==> config.mk <==
export PLATFORM = sky130hd
export DESIGN_NAME = conv3x3_stream_engine
export DESIGN_NICKNAME = d
export VERILOG_FILES = /design/src/rtl/conv_pkg.sv /design/src/rtl/sync_fifo_fwft.sv /design/src/rtl/conv3x3_stream_engine.sv
export SDC_FILE = /design/constraint.sdc
export NUM_CORES = 2
export LEC_CHECK = 0
export CAP_MARGIN = 15
export CORE_MARGIN = 5
export CORE_UTILIZATION = 55
export CTS_CLUSTER_SIZE = 24
export DETAILED_ROUTE_END_ITERATION = 6
export GPL_ROUTABILITY_DRIVEN = 1
export GPL_TIMING_DRIVEN = 0
export PLACE_DENSITY = 0.74
export SYNTH_ARGS = -nofsm -noshare
export SYNTH_HDL_FRONTEND = slang
export SYNTH_SLANG_ARGS = --single-unit
==> constraint.sdc <==
create_clock -name axi_clk -period 3.95 [get_ports axi_clk]
set_clock_uncertainty 0.15 [all_clocks]
set_input_delay 0.395 -clock axi_clk [delete_from_list [all_inputs] [get_ports axi_clk]]
set_output_delay 0.395 -clock axi_clk [all_outputs]
set_load 0.005 [all_outputs]
==> src/rtl/conv_pkg.sv <==
// Shared types and constants for the 3x3 convolution stream engine.
// Coefficient signedness is chosen in the top via CONV_SIGNED_COEF_EN.
package conv_pkg;

   typedef enum logic [1:0] {
      FILL0,
      FILL1,
      RUN
   } win_state_e;

   localparam int KERNEL_TAPS = 9;

   // One bit per tap, row-major; only the centre tap is set.
   localparam logic [KERNEL_TAPS-1:0] IDENTITY_KERNEL = 9'b0_0001_0000;

   function automatic bit accWidthOk(input int pixW, input int accW);
      return accW >= 2 * pixW + 5;
   endfunction

endpackage

==> src/rtl/sync_fifo_fwft.sv <==
// First-word-fall-through synchronous FIFO with a registered occupancy count.
// DEPTH must be a power of two so the pointers wrap naturally.
module sync_fifo_fwft #(
   parameter int WIDTH = 8,
   parameter int DEPTH = 16
) (
   input  logic                       clk_i,
   input  logic                       rst_n_i,
   input  logic                       wrEn_i,
   input  logic [WIDTH-1:0]           wrData_i,
   input  logic                       rdEn_i,
   output logic [WIDTH-1:0]           rdData_o,
   output logic                       empty_o,
   output logic                       full_o,
   output logic [$clog2(DEPTH):0]     count_o
);

   localparam int AW = $clog2(DEPTH);
   localparam logic [AW:0] FullCount = (AW+1)'(DEPTH);

   logic [WIDTH-1:0] mem_q [DEPTH];
   logic [AW-1:0]    wrPtr_q;
   logic [AW-1:0]    rdPtr_q;
   logic [AW:0]      count_q;
   logic             wrFire;
   logic             rdFire;

   assign empty_o  = (count_q == '0);
   assign full_o   = (count_q == FullCount);
   assign rdFire   = rdEn_i && !empty_o;
   // A read in the same cycle frees a slot, so a full FIFO still takes the write.
   assign wrFire   = wrEn_i && (!full_o || rdFire);
   assign rdData_o = mem_q[rdPtr_q];
   assign count_o  = count_q;

   always_ff @(posedge clk_i) begin
      if (wrFire) begin
         mem_q[wrPtr_q] <= wrData_i;
      end
   end

   always_ff @(posedge clk_i or negedge rst_n_i) begin
      if (!rst_n_i) begin
         wrPtr_q <= '0;
         rdPtr_q <= '0;
         count_q <= '0;
      end else begin
         if (wrFire) begin
            wrPtr_q <= wrPtr_q + AW'(1);
         end
         if (rdFire) begin
            rdPtr_q <= rdPtr_q + AW'(1);
         end
         case ({wrFire, rdFire})
            2'b10:   count_q <= count_q + (AW+1)'(1);
            2'b01:   count_q <= count_q - (AW+1)'(1);
            default: count_q <= count_q;
         endcase
      end
   end

endmodule

==> src/rtl/conv3x3_stream_engine.sv <==
// Streaming 3x3 convolution: column window, loadable kernel, 2-stage MAC, FWFT output FIFO.
// Define CONV_SIGNED_COEF_EN for two's-complement coefficients and a signed result.
module conv3x3_stream_engine
   import conv_pkg::*;
#(
   parameter int PIX_W      = 8,
   parameter int ACC_W      = 22,
   parameter int IMG_W      = 512,
   parameter int FIFO_DEPTH = 16,
   parameter int PROG_FULL  = 12
) (
   input  logic             axi_clk,
   input  logic             axi_reset_n,
   input  logic             i_data_valid,
   input  logic [PIX_W-1:0] i_data1,
   input  logic [PIX_W-1:0] i_data2,
   input  logic [PIX_W-1:0] i_data3,
   output logic             o_data_ready,
   output logic             o_data_valid,
   output logic [ACC_W-1:0] o_data,
   input  logic             i_data_ready,
   input  logic             i_coef_wr,
   input  logic [3:0]       i_coef_addr,
   input  logic [PIX_W-1:0] i_coef_data,
   output logic             o_intr
);

   localparam int CW = $clog2(IMG_W);
   localparam int FCW = $clog2(FIFO_DEPTH) + 1;
   localparam logic [CW-1:0] LastCol = CW'(IMG_W - 1);

   if (!accWidthOk(PIX_W, ACC_W)) begin : gAccWidthCheck
      $error("conv3x3_stream_engine: ACC_W too narrow for PIX_W");
   end
   if (PROG_FULL > FIFO_DEPTH - 3) begin : gProgFullCheck
      $error("conv3x3_stream_engine: PROG_FULL leaves no room for in-flight results");
   end

   win_state_e        state_q;
   logic [CW-1:0]     colCnt_q;
   logic              intr_q;
   logic              ready_q;
   logic              prodValid_q;
   logic              sumValid_q;
   logic [PIX_W-1:0]  coef_q [KERNEL_TAPS];
   logic [PIX_W-1:0]  colA_q [3];
   logic [PIX_W-1:0]  colB_q [3];
   logic [PIX_W-1:0]  newCol [3];
   logic [PIX_W-1:0]  winPix [KERNEL_TAPS];
   logic [ACC_W-1:0]  prod_q [KERNEL_TAPS];
   logic [ACC_W-1:0]  sum_d;
   logic [ACC_W-1:0]  sum_q;
   logic              accept;
   logic              fifoEmpty;
   logic              fifoFull;
   logic              fifoRd;
   logic [ACC_W-1:0]  fifoData;
   logic [FCW-1:0]    fifoCount;

`ifdef CONV_SIGNED_COEF_EN
   function automatic logic [ACC_W-1:0] tapProduct(input logic [PIX_W-1:0] c,
                                                   input logic [PIX_W-1:0] p);
      logic signed [2*PIX_W:0] cs;
      logic signed [2*PIX_W:0] ps;
      logic signed [2*PIX_W:0] prod;
      cs   = $signed({{(PIX_W+1){c[PIX_W-1]}}, c});
      ps   = $signed({{(PIX_W+1){1'b0}}, p});
      prod = cs * ps;
      return {{(ACC_W-2*PIX_W-1){prod[2*PIX_W]}}, prod};
   endfunction
`else
   function automatic logic [ACC_W-1:0] tapProduct(input logic [PIX_W-1:0] c,
                                                   input logic [PIX_W-1:0] p);
      logic [2*PIX_W-1:0] prod;
      prod = {{PIX_W{1'b0}}, c} * {{PIX_W{1'b0}}, p};
      return {{(ACC_W-2*PIX_W){1'b0}}, prod};
   endfunction
`endif

   assign accept    = i_data_valid && ready_q;
   assign newCol[0] = i_data1;
   assign newCol[1] = i_data2;
   assign newCol[2] = i_data3;

   // Kernel RAM; columns accepted on a write cycle still see the old coefficients.
   always_ff @(posedge axi_clk or negedge axi_reset_n) begin
      if (!axi_reset_n) begin
         for (int k = 0; k < KERNEL_TAPS; k++) begin
            coef_q[k] <= {{(PIX_W-1){1'b0}}, IDENTITY_KERNEL[k]};
         end
      end else if (i_coef_wr && (i_coef_addr < 4'(KERNEL_TAPS))) begin
         coef_q[i_coef_addr] <= i_coef_data;
      end
   end

   always_ff @(posedge axi_clk or negedge axi_reset_n) begin
      if (!axi_reset_n) begin
         state_q     <= FILL0;
         colCnt_q    <= '0;
         intr_q      <= 1'b0;
         prodValid_q <= 1'b0;
      end else begin
         intr_q      <= 1'b0;
         prodValid_q <= 1'b0;
         if (accept) begin
            prodValid_q <= (state_q == RUN);
            if (colCnt_q == LastCol) begin
               colCnt_q <= '0;
               state_q  <= FILL0;
               intr_q   <= 1'b1;
            end else begin
               colCnt_q <= colCnt_q + CW'(1);
               case (state_q)
                  FILL0:   state_q <= FILL1;
                  default: state_q <= RUN;
               endcase
            end
         end
      end
   end

   // Tap k sits at row k/3, column k%3; column 2 is the incoming column.
   always_comb begin
      for (int k = 0; k < KERNEL_TAPS; k++) begin
         winPix[k] = newCol[k / 3];
         if ((k % 3) == 0) begin
            winPix[k] = colA_q[k / 3];
         end else if ((k % 3) == 1) begin
            winPix[k] = colB_q[k / 3];
         end
      end
   end

   always_comb begin
      sum_d = '0;
      for (int k = 0; k < KERNEL_TAPS; k++) begin
         sum_d = sum_d + prod_q[k];
      end
   end

   always_ff @(posedge axi_clk) begin
      if (accept) begin
         for (int r = 0; r < 3; r++) begin
            colA_q[r] <= colB_q[r];
            colB_q[r] <= newCol[r];
         end
      end
      for (int k = 0; k < KERNEL_TAPS; k++) begin
         prod_q[k] <= tapProduct(coef_q[k], winPix[k]);
      end
      sum_q <= sum_d;
   end

   always_ff @(posedge axi_clk or negedge axi_reset_n) begin
      if (!axi_reset_n) begin
         sumValid_q <= 1'b0;
         ready_q    <= 1'b0;
      end else begin
         sumValid_q <= prodValid_q;
         ready_q    <= (fifoCount < FCW'(PROG_FULL)) && !fifoFull;
      end
   end

   sync_fifo_fwft #(
      .WIDTH (ACC_W),
      .DEPTH (FIFO_DEPTH)
   ) uOutFifo (
      .clk_i    (axi_clk),
      .rst_n_i  (axi_reset_n),
      .wrEn_i   (sumValid_q),
      .wrData_i (sum_q),
      .rdEn_i   (fifoRd),
      .rdData_o (fifoData),
      .empty_o  (fifoEmpty),
      .full_o   (fifoFull),
      .count_o  (fifoCount)
   );

   assign o_data_valid = !fifoEmpty;
   assign fifoRd       = o_data_valid && i_data_ready;
   assign o_data       = o_data_valid ? fifoData : '0;
   assign o_data_ready = ready_q;
   assign o_intr       = intr_q;

endmodule

# Word-level counts from Yosys, hierarchy flattened
# Memory sizes are Yosys's and may differ from the RTL's.
# Cells that the tools add are included.
dict set report totals {
  register_bits 122
  ram_bits 544
  in_bits 41
  output_inout_bits 25
  word_cells 83
  n_memories 4
}
dict set report classes {
  n_addsub 13
  mul 9
  n_lt_le_gt_ge 4
  n_eq_ne 5
  muxes 15
  bitwise_logic 1
  n_reduce_logical 13
}
# memory depth word_bits rd rd_clocked_by_memory_dff write_ports line
set memory_table {}
lappend memory_table {uOutFifo.mem_q 16 22 1 0 1 sync_fifo_fwft.sv:21} ;# logic [WIDTH-1:0] mem_q [DEPTH];
lappend memory_table {prod_q 9 16 9 0 9 conv3x3_stream_engine.sv:50} ;# logic [ACC_W-1:0] prod_q [KERNEL_TAPS];
lappend memory_table {colA_q 3 8 3 0 3 conv3x3_stream_engine.sv:46} ;# logic [PIX_W-1:0] colA_q [3];
lappend memory_table {colB_q 3 8 3 0 3 conv3x3_stream_engine.sv:47} ;# logic [PIX_W-1:0] colB_q [3];
# operator count
set op_table {}
lappend op_table {{22-bit adder} 8}
lappend op_table {{8-bit by 8-bit multiplier with 16-bit output} 9}
lappend op_table {{72-bit bitwise mux} 1}
lappend op_table {{8-bit demux with 4-bit select} 1}
lappend op_table {{22-bit two-way mux} 1}
lappend op_table {{5-bit case mux with 2 select lines} 1}
lappend op_table {{9-bit by 1-bit adder with 9-bit output, second input constant} 1}
lappend op_table {{9-bit == test, second input constant} 1}
lappend op_table {{9-bit two-way mux} 1}
lappend op_table {{4-bit by 1-bit adder with 4-bit output, second input constant} 2}
lappend op_table {{8-bit two-way mux} 1}
lappend op_table {{1-bit logical AND} 7}
lappend op_table {{1-bit two-way mux} 7}
lappend op_table {{5-bit by 1-bit adder with 5-bit output, second input constant} 1}
lappend op_table {{5-bit == test, second input constant} 1}
lappend op_table {{5-bit greater-or-equal comparator, second input constant} 1}
lappend op_table {{5-bit zero test} 1}
lappend op_table {{5-bit by 1-bit less-than comparator with 1-bit output, second input constant} 1}
lappend op_table {{5-bit by 4-bit less-than comparator with 1-bit output, second input constant} 1}
lappend op_table {{4-bit NOT with 5-bit output} 1}
lappend op_table {{5-bit by 1-bit subtractor with 5-bit output, second input constant} 1}
lappend op_table {{2-bit == test, second input constant} 2}
lappend op_table {{4-bit less-than comparator, second input constant} 1}
lappend op_table {{2-bit two-way mux} 2}
lappend op_table {{5 further kinds} 6}

# Depth between registers and ports, before layout
# An unclocked memory read counts as a cell.
dict set report logic_depth {
  ltp_word 9
  mapped_depth 16
  ltp_nobuf 16
}

# Cells and area by module
# Synthesis repeated with hierarchy kept, for this count alone.
dict set report unflattened {
  cells_unflattened 3674
  hier_area_um2 44630.3
}
# module instances cells_per_inst area_each_um2 seq_area_each_um2
set by_module_without_submodules {}
lappend by_module_without_submodules {conv3x3_stream_engine 1 3033 30534.3 6902.9}
lappend by_module_without_submodules {sync_fifo_fwft 1 641 14096.0 10895.4}

# Least setup slack after synthesis
# Ideal clock, no wire load.
dict set report synth_timing {
  path_type {register to register}
  startpoint {memory colA_q[0][2]}
  endpoint {memory prod_q[0][12] (netlist name)}
  setup_time_ps 106
  arrival_time_ps 4022
  required_ps 3694
  path_slack_ps -328
  path_stages_with_launch 15
  synth_period_minus_slack_ps 4278
  path_cell_list {edfxtp_1 > and2_1 > fa_1 > inv_1 > fa_1 > inv_1 > fa_1 > inv_1 > fa_1 > inv_1 > ha_1 > o21a_1 > a211o_1 > a2111o_1 > o311ai_0}
}
# element line
set synth_lines {}
lappend synth_lines {{start, declared} conv3x3_stream_engine.sv:46}
lappend synth_lines {{end, declared} conv3x3_stream_engine.sv:50}

==> run metrics <==
outcome=complete, but fails checks; violated checks=negative setup slack; H-Tree Depth=3; GPL Wtd Cong=0.901; sequential cell area fraction in the yosys report=38.2%; Post-synth top cells=inv_1, and2_1, fa_1; slowest cell on the critical path=fa_1; Hold Slack=77.0 ps; area of the multi-input gates=26900 um2; setup slack, reg-to-reg=-500 ps; share of cells above drive strength 1=23.4%; maximum clock rate=225 MHz; final setup vio count=72; CP Capture Type=register; vias in the first global route=29855; CTS root buffer=clkbuf_16; Antenna Violating Nets Remaining=0; largest net degree at the start of global routing=81; Synth top area share=25.1%; critical path peak fanout=8; Post-DP HPWL=72200 um; mapped cell area=44100 um2; WP buf/inv=4; clk slew on worst S/H paths=60 ps; core area=79300 um2; drt wl/cell=20.3 um; CP Cell Sequence=and2_1, fa_1, inv_2, fa_1, inv_2, fa_1, inv_2, fa_1, inv_2, ha_4, o21a_1, a211o_1, and3_1, a311o_1; Starting DRT DRC Count=1810; Worst Hold Class=in -> reg; register bit total from synthesis=632; Initial Utilization=55.6%; Num CTS Buffers=70; Post-synth EDFFs=368; register area=16900 um2; ANT cells=0; FFs w/ async S/R, synth=15.8%; crit path kind=reg -> reg; Startpoint Class=register; YS warnings=0; chip height=293 um; Die ar.=85900 um2; RSZ-0062 raised after global routing=true; Routed WL=104000 um; # DRC=0; Total GRT Usage=24.0%; Hold Fails Final Rpt=0; Clock Path Buffers=3; fin area=52800 um2; period utilisation layout=113%; WP data arrival=4810 ps; antenna violations before repair=3; count leader, synth=inv_1; clk sinks=632; Slew headroom=17.6%; Cells after Synth=3692; Synth area leaders=edfxtp_1, fa_1, ha_1, dfxtp_1, and2_1; Die X=293 um; Worst path top cell family by delay=adder cells; area grow syn2layout=19.8%; Fill cells=5504; post-synthesis area per instance=11.9 um2; PnR worst setup slack=-500 ps; grt ovf=0; max_cap viols=0; Ports=66; DRT Pass-1 Iters=5; min Tclk post-route=4450 ps; TNS Setup=-16780 ps; row cnt=103; Nets=4871; clk_lat worst skew=640 ps; area post-placement=46500 um2; first-pass GRT wire length=164000 um; final slew viol count=0; Yosys cell types=66; post-DR vias/cell=5.56; Critical Path RT=4310 ps; top_reg_cell synth=edfxtp_1; CTS tree=done; routed via count=28581; Largest stage delay, worst path=550 ps; number of port buffers=63; area leader, netlist=edfxtp_1; Least-Margin Pin Slew=1240 ps
-- placed cells by master, fill, tap and decap left out, types with 74 or more instances in the layout --
| master | n |
|---|---|
| inv_1 | 616 |
| edfxtp_1 | 368 |
| ha_1 | 295 |
| buf_4 | 179 |
| mux4_2 | 100 |
| nand2_1 | 207 |
| and2_1 | 416 |
| mux2_2 | 74 |
| clkbuf_16 | 75 |
| dfxtp_1 | 159 |
| fa_1 | 414 |
-- layout make-up --
| cell class | count | share of cell area [%] |
|---|---|---|
| Buffer | 40 | 0.429 |
| Clock buffer | 91 | 3.71 |
| Clock inverter | 37 | 0.832 |
| Inverter | 664 | 4.72 |
| Multi-Input combinational cell | 2348 | 50.9 |
| Sequential cell | 632 | 32.0 |
| Tap cell | 1050 | 2.49 |
| Timing Repair Buffer | 283 | 4.84 |
-- routing by layer --
layer	track usage, %	wire length [um]	share of wire [%]	up-vias
met5	0	0	0	-
met4	7.71	3830	3.7	0
met3	3.05	4810	4.6	204
met2	41.3	52300	50	802
met1	32.0	43400	42	14616
li1	-	-	-	12959
-- worst paths after layout --
check / startpoint / endpoint / depth (start not counted)
worst min register to register: prodValid_q / sumValid_q / 0
min in group asynchronous: axi_reset_n / uOutFifo.rdPtr_q[2] / 3
worst max register to register: colA_q[0][12] / prod_q[0][60] / 14
max in group asynchronous: axi_reset_n / uOutFifo.rdPtr_q[1] / 4
worst min-delay path: i_data1[6] / colB_q[0][6] / 1
worst max-delay path: colA_q[0][12] / prod_q[0][60] / 14
-- what timing repair did --
item,in CTS,in global routing
endpoints found under the hold margin,99,0
buffers inserted,162,56
setup endpoints to repair,84,99
hold buffers,3,0
pin swaps,151,120
gates resized for setup,337,212
-- flip-flops by register name (all words and copies together) (netlist names), 2 cells and up --
| name | cells |
|---|---|
| colA_q | 24 |
| uOutFifo.mem_q | 320 |
| uOutFifo.rdPtr_q | 4 |
| state_q | 2 |
| sum_q | 20 |
| prod_q | 144 |
| uOutFifo.count_o | 5 |
| colCnt_q | 9 |
| uOutFifo.wrPtr_q | 4 |
| coef_q | 72 |
| colB_q | 24 |
-- kinds of logic (layout without fill, tap and decap cells) --
logic type,after synthesis,after routing,share of synthesized area [%]
compound gates,333,333,4.91
xor+xnor,102,102,2.03
fa+ha+maj,791,791,29.9
buf+inv,713,1115,6.17
flops,632,632,38.2
mux,181,181,7.17
other cells,1,2,0.00851
simple gates,939,939,11.6
-- through the flow --
stage	utilization, %	setup slack [ps]	std cells
after global routing	66.6	-613	5145
after CTS	64.9	-423	5094
after floorplan	-	-157	3693
final	66.6	-500	5145
after detailed placement	58.6	-1360	4810
after global placement	58.5	-2220	4806
-- worst reg2reg max path, delay by kind of cell (launching register included) --
family | cells | cell delay (ps)
fa+ha+maj | 5 | 2270
compound gates | 3 | 790
flops | 1 | 530
simple gates | 2 | 400
buf+inv | 4 | 180
Power is not shown: default switching activity piles up to over one toggle a cycle in this logic, so the estimate is an artifact.
